### src/rtl/sint_block_min.sv
// Streaming signed-minimum reducer: one (min, position) result per block of COUNT accepted samples.
// Latency: O_valid rises the cycle after the COUNT-th accept; one handshake cycle follows each block.
// Backpressure: I_ready drops while a result is held; the result stays stable until O_ready.
module sint_block_min #(
    parameter int WIDTH = 3,
    parameter int COUNT = 4,
    localparam int IDX_W = (COUNT > 1) ? $clog2(COUNT) : 1
) (
    input  logic             CLK,
    input  logic             ASYNCRESETN,
    input  logic             I_valid,
    input  logic [WIDTH-1:0] I_data,
    output logic             I_ready,
    output logic             O_valid,
    output logic [WIDTH-1:0] O_min,
    output logic [IDX_W-1:0] O_idx,
    input  logic             O_ready
);

    typedef enum logic {ACCUM, HOLD} state_t;

    localparam logic [IDX_W-1:0] LAST = IDX_W'(COUNT - 1);

    state_t           state;
    logic [IDX_W-1:0] cnt;
    logic [WIDTH-1:0] min_reg;
    logic [IDX_W-1:0] idx_reg;

    logic             take;
    logic [WIDTH-1:0] nxt_min;
    logic [IDX_W-1:0] nxt_idx;

    // Strict less-than keeps the earliest index on ties; first sample of a block always loads.
    always_comb begin
        take    = (cnt == '0) || ($signed(I_data) < $signed(min_reg));
        nxt_min = take ? I_data : min_reg;
        nxt_idx = take ? cnt : idx_reg;
    end

    assign I_ready = (state == ACCUM);

    always_ff @(posedge CLK or negedge ASYNCRESETN) begin
        if (!ASYNCRESETN) begin
            state   <= ACCUM;
            cnt     <= '0;
            min_reg <= '0;
            idx_reg <= '0;
            O_valid <= 1'b0;
            O_min   <= '0;
            O_idx   <= '0;
        end else begin
            case (state)
                ACCUM: begin
                    if (I_valid) begin
                        min_reg <= nxt_min;
                        idx_reg <= nxt_idx;
                        if (cnt == LAST) begin
                            cnt     <= '0;
                            state   <= HOLD;
                            O_valid <= 1'b1;
                            O_min   <= nxt_min;
                            O_idx   <= nxt_idx;
                        end else begin
                            cnt <= cnt + 1'b1;
                        end
                    end
                end
                HOLD: begin
                    if (O_ready) begin
                        state   <= ACCUM;
                        O_valid <= 1'b0;
                    end
                end
                default: state <= ACCUM;
            endcase
        end
    end

endmodule

### config.mk
export PLATFORM = sky130hd
export DESIGN_NAME = sint_block_min
export DESIGN_NICKNAME = d
export VERILOG_FILES = /design/src/rtl/sint_block_min.sv
export SDC_FILE = /design/constraint.sdc
export NUM_CORES = 1
export LEC_CHECK = 0
export CORE_MARGIN = 2
export CORE_UTILIZATION = 53
export DETAILED_ROUTE_END_ITERATION = 10
export PLACE_DENSITY = 0.81
export SYNTH_ARGS = -nofsm -noshare
export SYNTH_HDL_FRONTEND = slang
export SYNTH_SLANG_ARGS = --single-unit
### constraint.sdc
create_clock -name CLK -period 3.26 [get_ports CLK]
set_input_delay 0.815 -clock CLK [delete_from_list [all_inputs] [get_ports CLK]]
set_output_delay 0.815 -clock CLK [all_outputs]
set_load 0.03 [all_outputs]
==> results.sh, run 1 <==
export IMPL_outcome="finished, final reports clean"
export IMPL_worst_pin_slew_ps=615
export IMPL_min_path_type="reg -> reg"
export IMPL_cts_sinks=14
export IMPL_fin_ws_ps=844
export IMPL_n_antenna_cell=0
export IMPL_drtIter0Drc=7
export IMPL_cp_arrival_ps=2590
export IMPL_path_clk_slew_ps=90
export IMPL_synth_cell_area_um2=748
export IMPL_grt_usage_pct=18.1
export IMPL_fin_crit_sh_pct=74.1
export IMPL_ctsHoldBuffers=0
export IMPL_whs_ps=490
export IMPL_fin_crit_ps=2420
export IMPL_cap_viol_max_count=0
export IMPL_finalNetCount=96
export IMPL_cts_buffer_depth=2
export IMPL_cp_required_ps=3440
export IMPL_total_power_mw=0.931
export IMPL_postCtsSetupRepairBufs=0
export IMPL_slew_headroom_pct=58.9
export IMPL_path_max_fanout=11
export IMPL_timing_setup_tns_ps=0
export IMPL_cts_tree="yes"
export IMPL_setup_viol=0
export IMPL_critPathKind="in -> reg"
export IMPL_synth_most_common_cell="dfrtp_1"
export IMPL_netlist_top_cells_area="dfrtp_1, ha_1, inv_1, mux2_2, o21ai_0"
export IMPL_die_w_um=41.6
export IMPL_finalHoldViolCount=0
export IMPL_post_place_ws_ps=561
export IMPL_yosys_top_cells_count="dfrtp_1, inv_1, nand2_1, o21ai_0"
export IMPL_die_area_um2=1730
export IMPL_synth_fp_nets=80
export IMPL_drive_above_1_share_pct=16.7
export IMPL_drc=0
export IMPL_vias=537
export IMPL_grt_max_degree=15
export IMPL_p_per_area_nw_per_um2=1010
export IMPL_async_reset_ff_share_pct=100
export IMPL_fillerInstances=100
export IMPL_numCtsBuffers=3
export IMPL_post_route_util_pct=69.8
export IMPL_grt_overflow=0
export IMPL_area_delta_synth_final_pct=22.9
export IMPL_via_per_inst=5.42
export IMPL_ioPinCount=14
export IMPL_cp_buffers_inverters=2
export IMPL_htreeDepth=1
export IMPL_rows=13
export IMPL_ctsResizeCount=0
export IMPL_synthDistinctLibCells=21
export IMPL_cp_slowest_stage_delay_ps=460
export IMPL_crit_slowest_cell="clkdlybuf4s50_1"
export IMPL_synth_seq_area_share_pct=46.8
export IMPL_path_cells="clkdlybuf4s50_1, ha_1, inv_1, a21o_1, o21a_4, mux2_2"
export IMPL_antenna_left=0
export IMPL_cp_top_family="buffers and inverters"
export IMPL_antenna_found_initial=0
export IMPL_synth_edf_count=0
export IMPL_grt_pass1_wl_mm=2.24
export IMPL_fp_dieH_um=41.6
export IMPL_grt_pass1_vias=477
export IMPL_place_gp_congestion=0.825
export IMPL_yosys_most_used_dff="dfrtp_1"
export IMPL_endpoint_kind="register"
export IMPL_root_buffer="clkbuf_4"
export IMPL_seq_area_um2=350
export IMPL_core_um2=1320
export IMPL_fin_skew_ps=3.79
export IMPL_multi_input_area_um2=343
export IMPL_io_buffers=13
export IMPL_yosys_area_top_type="dfrtp_1"
export IMPL_wire_per_inst_um=13.5
export IMPL_rsz0062_at_grt="false"
export IMPL_drt_pre_antenna_iters=3
export IMPL_synth_cells=69
export IMPL_vdd_drop_max_mv=0.565
export IMPL_dp_final_hpwl_um=947
export IMPL_p_leak_nw=0.449
export IMPL_yosysWarnings=0
export IMPL_start_util_pct=56.8
export IMPL_clock_fmax_ghz=0.414
export IMPL_start_kind="input port"
export IMPL_syn_area_per_cell_um2=10.8
export IMPL_clk_latency_ps=290
export IMPL_slew_viol_final=0
export IMPL_netlist_area_leader_share_pct=46.8
export IMPL_ys_seq_elements=14
export IMPL_drt_wl_total_mm=1.34
[path summary, 6_finish.rpt]
path / start / end / slack [ps] / cells after the start
hold / removal: O_valid / O_valid / 490 / 2
setup reg to reg: min_reg[2] / min_reg[1] / 1430 / 6
setup / recovery: I_data[2] / min_reg[1] / 840 / 6
hold reg to reg: O_valid / O_valid / 490 / 2
max in group asynchronous: ASYNCRESETN / state / 1960 / 1
min in group asynchronous: ASYNCRESETN / O_valid / 910 / 1
[cell usage in the layout (no fill, tap or decap)]
cell,count
and2_1,1
clkbuf_8,1
buf_4,1
nor2_1,4
nor2b_1,1
o211a_1,2
o21ai_0,6
a2111oi_4,1
nand2b_4,1
clkdlybuf4s50_1,13
nor4_1,2
dfrtp_1,14
o31a_2,3
a21oi_1,3
a21o_1,1
clkbuf_4,3
o21a_4,1
nand2_1,6
a211o_1,2
ha_1,4
mux2_2,3
mux2i_1,2
inv_1,9
[cell families (layout without fill, tap and decap cells)]
group | count (synthesis) | count (layout) | synth area share (%)
adder cells (fa/ha/maj) | 4 | 4 | 6.69
buffers and inverters | 12 | 27 | 7.36
AO/OA/AOI/OAI | 19 | 19 | 21.7
AND/OR/NAND/NOR | 15 | 15 | 10.2
multiplexers | 5 | 5 | 7.19
flip-flops | 14 | 14 | 46.8
[power by group]
group	leakage (nW)	switching, mW	total (mW)	internal (mW)
Clock	0.0210	0.0583	0.126	0.0681
Sequential	0.168	0.0493	0.309	0.259
Combinational	0.259	0.282	0.496	0.214
Total	0.449	0.390	0.931	0.542
[worst min-delay path, stage by stage, from the launching register on]
cell and delay [ps]:
dfrtp_1 360, nand2_1 50, nand2_1 50
[per-layer routing]
layer  part of all wire (%)  track usage [%]  up-vias
met3                    4.6             6.96        3
met4                    1.6             9.68        0
li1                       -                -      267
met5                      0                0        -
met1                     46             23.2      255
met2                     48             26.3       12
[through the flow]
step / area [um2] / cells
3_3_place_gp: 883 / 95
2_1_floorplan: 748 / 69
3_5_place_dp: 883 / 95
6_report: 920 / 99
5_1_grt: 920 / 99
4_1_cts: 920 / 99
[cell type report]
type	instances	share of cell area, %
Timing Repair Buffer	14	15.0
Clock buffer	4	3.95
Tap cell	15	2.04
Sequential cell	14	38.1
Inverter	9	3.67
Multi-Input combinational cell	43	37.3
Power figures use the tool's default switching activity.
==> inputs of run 2 (changes only) <==
Settings changed: CORE_UTILIZATION 53 to 44, PLACE_DENSITY 0.81 to 0.72.
Clock period 3.26 ns to 2.1 ns, I/O delays scaled along.
==> run 2 against run 1 <==
  * Register-to-register slack worse by 1000 ps
  * Die area is 18% higher
  * Via count is 4.1% higher
  * First-iteration DRC count is 29% higher
  * Clock power is 15% higher
  * Non-clock buffer count is 8 higher
  * Worst setup slack worse by 750 ps
  * Worst hold slack hardly changed
  * Combinational power is 68% higher
  * Critical path depth stayed put
  * Highest routed layer is now met3
==> results.sh, run 2 (same netlist as run 1, synthesis figures left out) <==
export IMPL_reg2reg_slack_ps=400
export IMPL_fin_skew_ps=1.13
export IMPL_path_cells="clkdlybuf4s50_1, ha_1, inv_1, a21o_1, o21a_4, mux2_2"
export IMPL_n_antenna_cell=0
export IMPL_final_cell_mix="dfrtp_1, clkdlybuf4s50_1, inv_1, buf_4"
export IMPL_ctsHoldBuffers=0
export IMPL_cp_slowest_stage_delay_ps=430
export IMPL_grt_usage_pct=16.6
export IMPL_antenna_found_initial=0
export IMPL_timing_setup_tns_ps=0
export IMPL_min_path_type="reg -> reg"
export IMPL_post_place_ws_ps=-186
export IMPL_dp_final_hpwl_mm=1.06
export IMPL_area_delta_synth_final_pct=29.3
export IMPL_cts_buffer_depth=2
export IMPL_slew_viol_final=0
export IMPL_die_w_um=45.2
export IMPL_start_util_pct=48.5
export IMPL_io_buffers=13
export IMPL_clock_fmax_ghz=0.499
export IMPL_cp_buffers_inverters=2
export IMPL_whs_ps=490
export IMPL_grt_pass1_vias=568
export IMPL_ctsResizeCount=0
export IMPL_wire_per_inst_um=13.0
export IMPL_cts_sinks=14
export IMPL_drt_wl_total_mm=1.39
export IMPL_path_clk_slew_ps=80
export IMPL_drt_pre_antenna_iters=4
export IMPL_cts_tree="yes"
export IMPL_finalHoldViolCount=0
export IMPL_vdd_drop_max_mv=0.640
export IMPL_cap_viol_max_count=0
export IMPL_place_gp_congestion=0.814
export IMPL_vias=559
export IMPL_fin_ws_ps=97.7
export IMPL_postCtsSetupRepairBufs=0
export IMPL_root_buffer="clkbuf_4"
export IMPL_seq_power_share_pct=32.8
export IMPL_rsz0062_at_grt="false"
export IMPL_p_leak_nw=0.481
export IMPL_htreeDepth=1
export IMPL_p_sw_mw=0.599
export IMPL_antenna_left=0
export IMPL_crit_slowest_cell="clkdlybuf4s50_1"
export IMPL_p_per_area_nw_per_um2=1500
export IMPL_endpoint_kind="register"
export IMPL_combPwrFrac_pct=57.2
export IMPL_setup_viol=0
export IMPL_cp_arrival_ps=2160
export IMPL_layout_commonest_cell="dfrtp_1"
export IMPL_cp_top_family="buffers and inverters"
export IMPL_grt_overflow=0
export IMPL_worst_pin_slew_ps=638
export IMPL_rows=14
export IMPL_start_kind="input port"
export IMPL_path_max_fanout=7
export IMPL_grt_pass1_wl_mm=2.42
export IMPL_clk_latency_ps=270
export IMPL_sw_frac_of_total_pct=41.1
export IMPL_post_route_util_pct=62.7
export IMPL_critPathKind="in -> reg"
export IMPL_outcome="finished, final reports clean"
export IMPL_drtIter0Drc=9
export IMPL_fp_dieH_um=45.2
export IMPL_clkPwrFrac_pct=10.0
export IMPL_drc=0
export IMPL_core_um2=1540
export IMPL_grt_max_degree=15
export IMPL_via_per_inst=5.22
export IMPL_internal_power_mw=0.857
export IMPL_die_area_um2=2050
export IMPL_fin_crit_ps=2000
export IMPL_ioPinCount=14
export IMPL_numCtsBuffers=3
export IMPL_finalNetCount=104
export IMPL_slew_headroom_pct=57.3
export IMPL_drive_above_1_share_pct=23.1
export IMPL_fin_crit_sh_pct=95.3
export IMPL_cp_required_ps=2260
-- run 2: changes by cell type in the layout (fill, tap and decap cells not counted), sizes merged --
cell    delta
buf        +8
clkbuf     -1
-- run 2: worst register-to-register path, cell delays in order, from the launching register on --
cell	delay, ps
dfrtp_1	380
inv_1	70
ha_1	220
inv_1	110
a21o_1	290
o21a_4	190
mux2_2	330
-- run 2: routing by layer --
| layer | GRT usage, % | share of wire, % |
|---|---|---|
| met4 | 5.29 | 0 |
| met3 | 4.80 | 4.2 |
| met2 | 27.4 | 49 |
| met1 | 20.9 | 46 |
| met5 | 0 | 0 |
-- run 2: per-stage QoR --
| step | power, mW | std cells | instance area [um2] |
|---|---|---|---|
| 3_5_place_dp | 1.32 | 104 | 945 |
| 6_report | 1.46 | 107 | 967 |
| 3_3_place_gp | 1.30 | 104 | 945 |
| 2_1_floorplan | 1.04 | 69 | 748 |
| 5_1_grt | 1.59 | 107 | 967 |
| 4_1_cts | 1.48 | 107 | 967 |
-- run 2: layout make-up --
cell class                 instances  area, um2
clock buffer                       3       22.5
fill                             148        574
inverter                           9       33.8
multi-input combinational         43        343
sequential                        14        350
tap                               16       20.0
timing repair buffer              22        198
-- run 2: power by group through the flow --
stage | clock network, mW | registers, mW | logic (mW)
after floorplan | 0 | 0.586 | 0.452
after global placement | 0 | 0.480 | 0.819
after detailed placement | 0 | 0.482 | 0.842
after CTS | 0.153 | 0.479 | 0.843
after global routing | 0.170 | 0.499 | 0.918
final | 0.145 | 0.478 | 0.832
-- run 2: path summary, 6_finish.rpt --
check,startpoint,cells past startpoint,endpoint
worst max register to register,min_reg[2],6,min_reg[1]
min in group asynchronous,ASYNCRESETN,1,O_min[0]
worst min-delay path,O_min[1],1,O_min[1]
max in group asynchronous,ASYNCRESETN,1,O_min[1]
worst max-delay path,I_data[2],6,min_reg[1]
worst min register to register,O_min[1],1,O_min[1]
==> inputs of run 3 (changes only) <==
Settings changed: CORE_MARGIN 2 to default, SETUP_SLACK_MARGIN from default to 0.2, SKIP_CTS_REPAIR_TIMING from default to 1.
==> run 3 against run 2 <==
  * Worst hold slack better by 0.53 ps
  * Non-clock buffer count is 1 higher
  * Maximum frequency is 6.6% higher
  * Core utilization is 4.7 points higher
  * Worst setup slack better by 120 ps
  * Sequential share of layout area is 2.5 points lower
  * Cell count is 1.9% higher
  * Combinational power is 14% higher
  * Final area is 7.5% higher
  * Via count is 4.5% higher
  * Register-to-register slack worse by 130 ps
  * Largest power group unchanged
==> results.sh, run 3 (same netlist as run 1, synthesis figures left out) <==
export IMPL_p_per_area_nw_per_um2=1560
export IMPL_ioPinCount=14
export IMPL_grt_pass1_vias=580
export IMPL_fin_skew_ps=2.89
export IMPL_grt_pass1_wl_mm=2.52
export IMPL_finalNetCount=105
export IMPL_internal_power_mw=0.953
export IMPL_cts_sinks=14
export IMPL_dp_cells=103
export IMPL_finalHoldViolCount=0
export IMPL_sw_frac_of_total_pct=41.1
export IMPL_p_leak_nw=0.514
export IMPL_rsz0062_at_grt="false"
export IMPL_layout_commonest_cell="dfrtp_1"
export IMPL_cp_top_family="compound AO/OA/AOI/OAI gates"
export IMPL_worst_pin_slew_ps=646
export IMPL_reg2reg_slack_ps=270
export IMPL_antenna_found_initial=0
export IMPL_clock_fmax_ghz=0.533
export IMPL_worstRegToRegCells=5
export IMPL_dp_final_hpwl_mm=1.12
export IMPL_grt_usage_pct=18.7
export IMPL_numCtsBuffers=3
export IMPL_fin_crit_sh_pct=89.4
export IMPL_path_max_fanout=4
export IMPL_fp_dieH_um=43.2
export IMPL_wire_per_inst_um=14.6
export IMPL_slew_viol_final=0
export IMPL_outcome="finished, final reports clean"
export IMPL_critPathKind="in -> reg"
export IMPL_path_clk_slew_ps=90
export IMPL_vdd_drop_max_mv=0.772
export IMPL_crit_slowest_cell="clkdlybuf4s50_1"
export IMPL_core_um2=1540
export IMPL_seq_area_um2=350
export IMPL_clkPwrFrac_pct=11.9
export IMPL_cp_arrival_ps=2050
export IMPL_start_kind="input port"
export IMPL_area_delta_synth_final_pct=39.0
export IMPL_vias=584
export IMPL_worstHoldStart="O_valid"
export IMPL_hold_depth=2
export IMPL_drtIter0Drc=7
export IMPL_die_w_um=43.2
export IMPL_fillerInstances=125
export IMPL_setup_viol=0
export IMPL_total_power_mw=1.62
export IMPL_drt_wl_total_mm=1.59
export IMPL_fin_area_um2=1040
export IMPL_drive_above_1_share_pct=32.3
export IMPL_via_per_inst=5.36
export IMPL_cap_viol_max_count=0
export IMPL_cts_tree="yes"
export IMPL_antenna_left=0
export IMPL_rows=14
export IMPL_clk_latency_ps=280
export IMPL_post_route_util_pct=67.5
export IMPL_cp_required_ps=2270
export IMPL_cts_buffer_depth=2
export IMPL_min_path_type="reg -> reg"
export IMPL_combPwrFrac_pct=58.4
export IMPL_seq_power_share_pct=29.7
export IMPL_root_buffer="clkbuf_4"
export IMPL_cp_buffers_inverters=1
export IMPL_multi_input_area_um2=385
export IMPL_cp_slowest_stage_delay_ps=420
export IMPL_path_cells="clkdlybuf4s50_1, nand2b_4, a2111oi_4, o21a_4, mux2_2"
export IMPL_fin_crit_ps=1880
export IMPL_hold_end="O_valid"
export IMPL_p_sw_mw=0.666
export IMPL_dpl_instance_area_um2=937
export IMPL_grt_overflow=0
export IMPL_layout_cells_non_filler=109
export IMPL_drt_pre_antenna_iters=4
export IMPL_endpoint_kind="register"
export IMPL_final_cell_mix="dfrtp_1, clkdlybuf4s50_1, inv_1, buf_4"
export IMPL_grt_max_degree=15
export IMPL_worstReg2RegEnd="min_reg[1]"
export IMPL_io_buffers=13
export IMPL_place_gp_congestion=0.752
export IMPL_start_util_pct=48.5
export IMPL_drc=0
export IMPL_die_area_um2=1870
export IMPL_htreeDepth=1
export IMPL_r2r_start="min_reg[1]"
export IMPL_n_antenna_cell=0
export IMPL_slew_headroom_pct=56.8
export IMPL_whs_ps=491
[run 3: changes by cell type in the layout (fill, tap and decap cells not counted), moves of 2 or more]
cell	previous run	this run
ha_4	0	2
dlymetal6s2s_1	0	3
a21oi_2	0	2
a21oi_1	3	1
clkdlybuf4s50_1	13	10
ha_1	4	2
[run 3: worst max-delay path by stage]
| stage | cells past startpoint | end | slack [ps] | startpoint |
|---|---|---|---|---|
| 2_1_floorplan | 4 | min_reg[0] | 260 | I_data[1] |
| 5_1_grt | 1 | O_min[1] | 200 | O_min[1] |
| 6_report | 5 | min_reg[1] | 220 | I_data[0] |
| 3_3_place_gp | 5 | min_reg[2] | -150 | I_data[1] |
| 3_5_place_dp | 5 | min_reg[1] | -200 | I_data[1] |
| 4_1_cts | 5 | min_reg[1] | 110 | I_data[1] |
[run 3: area by class of cell]
class / count / area share, %
Sequential cell: 14 / 33.7
Timing Repair Buffer: 23 / 20.6
Multi-Input combinational cell: 43 / 37.1
Tap cell: 16 / 1.93
Clock buffer: 4 / 3.49
Inverter: 9 / 3.25
[run 3: metrics by stage]
step,worst slack (ps),setup TNS [ps]
2_1_floorplan,263,0
3_3_place_gp,-150,-1270
3_5_place_dp,-205,-1780
6_report,222,0
4_1_cts,110,0
5_1_grt,200,0
[run 3: power by group through the flow]
stage | logic, mW | registers (mW) | clock network (mW)
4_1_cts | 0.839 | 0.479 | 0.206
5_1_grt | 1.02 | 0.499 | 0.214
3_3_place_gp | 0.802 | 0.480 | 0
3_5_place_dp | 0.837 | 0.483 | 0
2_1_floorplan | 0.452 | 0.586 | 0
6_report | 0.945 | 0.481 | 0.193
[run 3: worst min-delay path, stage by stage, from the launching register on]
cell     delay (ps)
dfrtp_1         350
nand2_1          50
nand2_1          50
[run 3: layer usage]
layer  global-route usage (%)  vias up  share of wire [%]
li1                         -      284                  -
met1                     23.5      285                 44
met4                     12.7        0               0.76
met2                     29.3       13                 52
met3                     2.98        2                3.7
met5                        0        -                  0
